**src/rtl/sort_pkg.sv**
```systemverilog
// rtl/sort_pkg.sv - shared state encoding and sizing helpers for the sort sequencer, control unit and datapath
package sort_pkg;

   localparam int SORT_N      = 8;
   localparam int SORT_DATA_W = 8;

   typedef enum logic [2:0] {
      ST_IDLE = 3'd0,
      ST_LOAD = 3'd1,
      ST_SORT = 3'd2,
      ST_RD   = 3'd3,
      ST_CAP  = 3'd4,
      ST_OUT  = 3'd5
   } seq_state_t;

   // A batch of one word still needs a one-bit address bus.
   function automatic int addr_w(input int n);
      return (n <= 2) ? 1 : $clog2(n);
   endfunction

endpackage

```
**src/rtl/sort_stream_sequencer.sv**
```systemverilog
// rtl/sort_stream_sequencer.sv - loads a batch into memory, hands it to the sorter, streams the sorted words back out
module sort_stream_sequencer
   import sort_pkg::*;
#(
   parameter int N      = SORT_N,
   parameter int DATA_W = SORT_DATA_W,
   parameter int ADDR_W = addr_w(N)
) (
   input  logic              clk,
   input  logic              rst_n,
   input  logic              in_valid,
   output logic              in_ready,
   input  logic [DATA_W-1:0] in_data,
   output logic              out_valid,
   input  logic              out_ready,
   output logic [DATA_W-1:0] out_data,
   output logic              out_last,
   output logic [ADDR_W-1:0] mem_addr,
   output logic [DATA_W-1:0] mem_wdata,
   output logic              mem_we,
   output logic              mem_re,
   input  logic [DATA_W-1:0] mem_rdata,
   output logic              mem_grant,
   output logic              sort_start,
   input  logic              sort_done,
   output logic              busy
);

   localparam logic [ADDR_W-1:0] LAST_PTR = ADDR_W'(N - 1);

   seq_state_t        state;
   seq_state_t        state_nxt;
   logic [ADDR_W-1:0] wr_ptr;
   logic [ADDR_W-1:0] rd_ptr;
   logic              in_fire;
   logic              out_fire;

   assign in_fire  = (state == ST_LOAD) && in_valid;
   assign out_fire = (state == ST_OUT) && out_ready;

   always_comb begin
      state_nxt = state;
      case (state)
         ST_IDLE: state_nxt = ST_LOAD;
         ST_LOAD: if (in_fire && (wr_ptr == LAST_PTR)) state_nxt = ST_SORT;
         ST_SORT: if (sort_done) state_nxt = ST_RD;
         ST_RD:   state_nxt = ST_CAP;
         ST_CAP:  state_nxt = ST_OUT;
         ST_OUT:  if (out_ready) state_nxt = out_last ? ST_LOAD : ST_RD;
         default: state_nxt = ST_IDLE;
      endcase
   end

   always_ff @(posedge clk or negedge rst_n) begin
      if (!rst_n) begin
         state    <= ST_IDLE;
         wr_ptr   <= '0;
         rd_ptr   <= '0;
         out_data <= '0;
         out_last <= 1'b0;
      end else begin
         state <= state_nxt;
         if (in_fire) begin
            wr_ptr <= (wr_ptr == LAST_PTR) ? '0 : wr_ptr + 1'b1;
         end
         if ((state == ST_SORT) && sort_done) begin
            rd_ptr <= '0;
         end
         // Holding register: only reloaded in CAP, so it stays put under backpressure.
         if (state == ST_CAP) begin
            out_data <= mem_rdata;
            out_last <= (rd_ptr == LAST_PTR);
         end
         if (out_fire) begin
            rd_ptr <= out_last ? '0 : rd_ptr + 1'b1;
         end
      end
   end

   // All strobes decode straight from state so an async reset drops them at once.
   assign in_ready   = (state == ST_LOAD);
   assign mem_we     = in_fire;
   assign mem_wdata  = in_fire ? in_data : '0;
   assign mem_re     = (state == ST_RD);
   assign mem_addr   = (state == ST_RD)   ? rd_ptr :
                       (state == ST_LOAD) ? wr_ptr : '0;
   assign mem_grant  = (state != ST_SORT);
   assign sort_start = (state == ST_SORT);
   assign out_valid  = (state == ST_OUT);
   assign busy       = (state == ST_SORT) || (state == ST_RD) ||
                       (state == ST_CAP)  || (state == ST_OUT);

endmodule

```
**config.mk**
```make
export PLATFORM = sky130hd
export DESIGN_NAME = sort_stream_sequencer
export DESIGN_NICKNAME = d
export VERILOG_FILES = /design/src/rtl/sort_pkg.sv /design/src/rtl/sort_stream_sequencer.sv
export SDC_FILE = /design/constraint.sdc
export NUM_CORES = 1
export LEC_CHECK = 0
export ABC_AREA = 1
export BUFFER_PORTS_ARGS = -buffer_cell sky130_fd_sc_hd__buf_2
export CAP_MARGIN = 20
export CORE_MARGIN = 3
export CORE_UTILIZATION = 44
export CTS_CLUSTER_DIAMETER = 80
export DETAILED_ROUTE_END_ITERATION = 12
export PLACE_DENSITY = 0.8
export SETUP_SLACK_MARGIN = 0.3
export SLEW_MARGIN = 20
export SYNTH_ARGS = -nofsm -noshare
export SYNTH_HDL_FRONTEND = slang
export SYNTH_SLANG_ARGS = --single-unit
```
**constraint.sdc**
```tcl
create_clock -name clk -period 1.3 [get_ports clk]
set_input_delay 0.26 -clock clk [delete_from_list [all_inputs] [get_ports clk]]
set_output_delay 0.26 -clock clk [all_outputs]
set_load 0.02 [all_outputs]
```
==> metrics list, run 1 <==
* Chip height: 52.7 µm
- Syn_area_per_cell: 7.67 µm²
- The tool reported: "[ERROR DPL-0038] Utilization greater than 100%, impossible to legalize".
* Register bit count reported by yosys: 18
- Clock H-tree levels: 1
- The HPWL after detailed placement is 1930 µm.
* Maximum number of pins on one net before global-route repair: 19
- Standard-cell row count: 16
* Synthesized instance count: 125
* Run status: did not finish
- Timing analysis after detailed placement gives a worst setup slack of -0.0838 ns.
* Number of placed instances with taps included: 206
- Worst ep type: output port
* Ports placed on the boundary: 48
* Post-synthesis instance area: 958 µm²
- During synthesis, Yosys emitted a total of 0 warnings.
- Top cells by area in the synthesized netlist: sky130_fd_sc_hd__dfrtp_1, sky130_fd_sc_hd__nand2_1, sky130_fd_sc_hd__nand3_1, sky130_fd_sc_hd__inv_1, sky130_fd_sc_hd__ha_1
- During placement, the flow inserted port buffers numbering 47.
- The synthesized netlist contains 16 unique library cells.
- CTS Sinks: 18
- TritonCTS buffer count: 3
- Initial core utilization: 0.479
- Of the synthesized area, sequential elements account for 0.470.
- Of the post-synthesis cell area, the dominant cell type holds 0.470.
* Root buffer selected by CTS: sky130_fd_sc_hd__clkbuf_4
- The largest total area in the synthesized netlist belongs to sky130_fd_sc_hd__dfrtp_1.
- Placer congestion estimate: 0.874
- In this run the deepest clock path goes through 2 buffers.
- Net count after synthesis: 150
- Crit. endpoint post-GRT repair: mem_addr[2]
- The floorplan step set the die width to 52.7 µm.
- The flow stopped in global routing.
* Dpl cell area: 1400 µm²
-- metrics by stage --
stage                     hold slack (ns)   util
after detailed placement            0.214  0.697
after CTS                           0.190  0.874
after floorplan                   -0.0356      -
after global placement              0.207  0.697
-- cell usage after synthesis --
library cell,n
sky130_fd_sc_hd__o21ai_1,3
sky130_fd_sc_hd__buf_4,1
sky130_fd_sc_hd__nor2_1,13
sky130_fd_sc_hd__o21ai_0,1
sky130_fd_sc_hd__a21oi_1,3
sky130_fd_sc_hd__nand2_1,36
sky130_fd_sc_hd__nand3_1,18
sky130_fd_sc_hd__nand3_2,2
sky130_fd_sc_hd__inv_2,4
sky130_fd_sc_hd__a22o_1,2
sky130_fd_sc_hd__buf_2,1
sky130_fd_sc_hd__ha_1,4
sky130_fd_sc_hd__dfrtp_1,18
sky130_fd_sc_hd__buf_6,1
sky130_fd_sc_hd__nand2_2,2
sky130_fd_sc_hd__inv_1,16
-- repair_timing --
| action | 4_1_cts |
|---|---|
| gates cloned | 2 |
| hold buffers | 1 |
| setup buffers | 11 |
| pin swaps | 4 |
| setup endpoints to repair | 45 |
| endpoints found under the hold margin | 18 |
| resized for setup | 65 |
-- logic make-up after synthesis --
family | Yosys count | share of synthesized area
adders and majority gates | 4 | 0.0522
DFF | 18 | 0.470
and+or+nand+nor | 71 | 0.320
buffers and inverters | 23 | 0.103
AOI/OAI and AO/OA | 9 | 0.0548
==> run 2: changes to the inputs <==
CORE_AREA = 3 3 64 66   (was unset)
CORE_MARGIN = unset   (was 3)
CORE_UTILIZATION = unset   (was 44)
CTS_CLUSTER_DIAMETER = unset   (was 80)
DIE_AREA = 0 0 67 69   (was unset)
PLACE_DENSITY = unset   (was 0.8)
PLACE_DENSITY_LB_ADDON = 0.15   (was unset)
SETUP_SLACK_MARGIN = unset   (was 0.3)
==> run 2 against run 1 <==
Compared with the run above:
- the flow now finishes, with violations (negative setup slack)
- synthesized cell count did not move
- synthesized area is the same
==> metrics list, run 2 <==
- Unique masters post-synth: 16
- In the global route stage, overall resource usage came out at 0.132.
* Top-count cell post-synth: sky130_fd_sc_hd__nand2_1
- Count of flip-flops with a built-in enable after synthesis: 0
- The share of total power dissipated in sequential elements is 0.244.
- Overall via count from detail_route: 1,080
- Across the VDD grid, the largest voltage drop is 1.01 mV.
- Entering global routing, the biggest net connects 19 pins.
- Req. time, crit path: 1.04 ns
- For this design the static power due to leakage is 0.977 nW.
- The floorplan has 22 rows.
- Cells along the critical path: inv_2, buf_6, nand3_2, inv_2, nand2_1, o21ai_2, buf_6
* Worst Tran Pin Value: 0.432 ns
- Across the run, the number of max-cap violations was 0.
- In this run the tool buffered the top-level ports with 47 buffer cells.
* CTS Sinks: 18
* Clock H-tree levels: 1
- Register name with the most flops: out_data
- First DRT Iteration DRCs: 29
- Yosys attributes the largest share of cell area to sky130_fd_sc_hd__dfrtp_1, sky130_fd_sc_hd__nand2_1, sky130_fd_sc_hd__nand3_1, sky130_fd_sc_hd__inv_1, sky130_fd_sc_hd__ha_1.
- Total setup violations reported at the end of the flow: 22
* Total half-perimeter wirelength after legalization and detailed placement: 2120 µm
- The first global-routing pass estimated 4680 µm of wire.
* WL per Instance: 12.1 µm
- Yosys Warn Count: 0
- Of the available clock period, the critical path in the final layout requires 1.23.
* Placer congestion estimate: 0.796
- TritonCTS clock tree: built
- Data on the critical path arrives at its endpoint at 1.34 ns.
* Number of search-and-repair iterations in the first detailed-routing pass: 4
* Remaining routing DRC violations: 0
- The die is 69 µm tall.
* Number of pins with negative max-slew slack in the final report: 0
- In the routed layout, each cell is associated on average with a via count of 4.44.
* Die Width: 67 µm
- Fill cells in the final layout number 375.
* CP Class: register to primary output
- The analysis attributes to net switching a power of 0.00180 W.
- Area leader, netlist: sky130_fd_sc_hd__dfrtp_1
* Capturing element type of the critical path: primary output
- The share of total power dissipated in combinational logic is 0.643.
- Synthesis inferred 18 register bits.
- Initial core utilization: 0.264
* Pre-CTS setup slack: -0.0367 ns
* Sequential standard cell area: 452 µm²
* Fmax: 624 MHz
- The flow ran to the end, but the final reports show violations.
- TritonCTS buffer count: 3
- The clock reaches the later pin of the worst-skew pair after 0.26 ns.
* Asr flop ratio synth: 1.00
- The checks that failed: negative setup slack.
- Synthesized instance count: 125
- Across all setup checks in the final design, the least slack found is -0.303 ns.
- Ports placed on the boundary: 48
- Area taken by multi-input logic gates: 537 µm²
- The routed design could run at a clock period as short as 1.60 ns.
* Worst Hold Slack: 0.239 ns
* Delay of the slowest cell on the worst path: 0.40 ns
- Vias in the first global route: 1,065
- Between clock sinks in the finished design, the worst skew comes to 0.00651 ns.
- For this run the aggregate overflow at the end of global routing stands at 0.
- Primary FF master, synth: sky130_fd_sc_hd__dfrtp_1
- The share of synthesized area in the top cell type comes to 0.470.
- The synthesized netlist occupies a cell area of 958 µm².
* Proportion of layout cells with a drive suffix above 1: 0.528
- Of the total power, the clock network draws 0.113.
- DRT Wirelength: 2940 µm
- The repair_antennas step left the layout with diodes totalling 0.
- Detail Route Antenna Nets: 0
- Compared with the post-synthesis result, the final layout area differs by 81.6%.
- The library cell used most frequently in the layout, excluding fill and tap cells, is sky130_fd_sc_hd__nand2_1.
- Of the total power, the share spent switching nets is 0.437.
- The initial antenna violation count was 0.
- When the netlist entered floorplanning its net count stood at 150.
- Along the worst path, the maximum fanout reaches 4.
* Type of element launching the critical path: register
- Syn_area_per_cell: 7.67 µm²
* Final Net Count: 221
- No sink is reached through more buffers than the 2 on the longest clock path.
- The final number of hold-violating endpoints came to 0.
* Relative slew slack: 0.712
* Area of the die: 4620 µm²
* Path category of the worst min-delay check: primary input to register
* Critical Path Slowest Stage Cell: sky130_fd_sc_hd__dfrtp_1
* Root buffer selected by CTS: sky130_fd_sc_hd__clkbuf_8
- Flip-flop count of the largest register after layout: 8
- Clock edge transition at the registers on the reported setup and hold paths: 0.07 ns
* RSZ-0062 raised after global routing: true
* Most frequent cells in the layout: sky130_fd_sc_hd__nand2_1, sky130_fd_sc_hd__buf_2, sky130_fd_sc_hd__buf_6
- Power spread over the standard cell area amounts to 2360 nW/µm².
* Leading cell types by count after synthesis: sky130_fd_sc_hd__nand2_1, sky130_fd_sc_hd__dfrtp_1, sky130_fd_sc_hd__nand3_1
- In this run the standard cell core region covers 3630 µm².
* Share of the yosys chip area belonging to registers: 0.470
* Design internal power: 0.00231 W
-- run 2: cell counts after synthesis --
Identical to the previous run, type by type.
-- run 2: through the flow --
stage / TNS (ns) / instances / total power (W) / util / instance area (µm²)
4_1_cts: -4.23 / 239 / 0.00393 / 0.454 / 1650
6_report: -4.54 / 243 / 0.00411 / 0.479 / 1740
5_1_grt: -6.04 / 243 / 0.00443 / 0.479 / 1740
2_1_floorplan: -0.311 / 125 / 0.00220 / - / 1020
3_3_place_gp: -0.241 / 229 / 0.00297 / 0.387 / 1410
3_5_place_dp: -0.358 / 229 / 0.00303 / 0.387 / 1410
-- run 2: metal layers --
layer	global-route usage	vias to the layer above	wire, µm
met4	0.0360	0	24
met1	0.152	502	1150
met2	0.227	42	1520
li1	-	532	-
met5	0	-	0
met3	0.0440	4	241
-- run 2: critical path: cells and delay by family (launching register included) --
| kind | cells | cell delay (ns) |
|---|---|---|
| DFF | 1 | 0.40 |
| AOI/OAI and AO/OA | 1 | 0.08 |
| buffers and inverters | 4 | 0.45 |
| and+or+nand+nor | 2 | 0.15 |
-- run 2: power by group through the flow --
stage	Combinational [W]	Clock, W	Sequential, W
2_1_floorplan	0.00107	0	0.00112
3_3_place_gp	0.00199	0	0.000986
3_5_place_dp	0.00204	0	0.000989
4_1_cts	0.00246	0.000486	0.000985
5_1_grt	0.00289	0.000510	0.00103
6_report	0.00264	0.000464	0.00100
-- run 2: path summary, 6_finish.rpt --
| check | startpoint | to | slack (ns) | cells after the start |
|---|---|---|---|---|
| worst max-delay path | state[2] | mem_addr[0] | -0.30 | 7 |
| worst min-delay path | mem_rdata[1] | out_data[1] | 0.24 | 3 |
| worst max register to register | state[2] | state[1] | -0.13 | 10 |
| worst min register to register | out_data[7] | out_data[7] | 0.47 | 2 |
| max in group asynchronous | rst_n | state[0] | 0.51 | 2 |
| min in group asynchronous | rst_n | out_data[2] | 0.47 | 2 |
-- run 2: logic make-up (layout without fill, tap and decap cells) --
logic type | count (synthesis) | count (layout) | share of synthesized area
AO/OA/AOI/OAI | 9 | 9 | 0.0548
adder cells (fa/ha/maj) | 4 | 4 | 0.0522
buffers and inverters | 23 | 93 | 0.103
flip-flops | 18 | 18 | 0.470
AND/OR/NAND/NOR | 71 | 71 | 0.320
-- run 2: area by class of cell --
cell class | count | share of cell area
Inverter | 20 | 0.0446
Sequential cell | 18 | 0.260
Timing Repair Buffer | 69 | 0.321
Tap cell | 48 | 0.0345
Multi-Input combinational cell | 84 | 0.308
Clock buffer | 4 | 0.0316
-- run 2: timing repair --
item | in CTS | in global routing
setup buffers | 5 | 5
pin swaps | 3 | 5
endpoints found under the setup margin | 18 | 34
gates resized for setup | 43 | 18
hold endpoints to repair | 18 | 0
hold buffers | 1 | 0
Note: power is estimated with default switching activity, not from simulation.
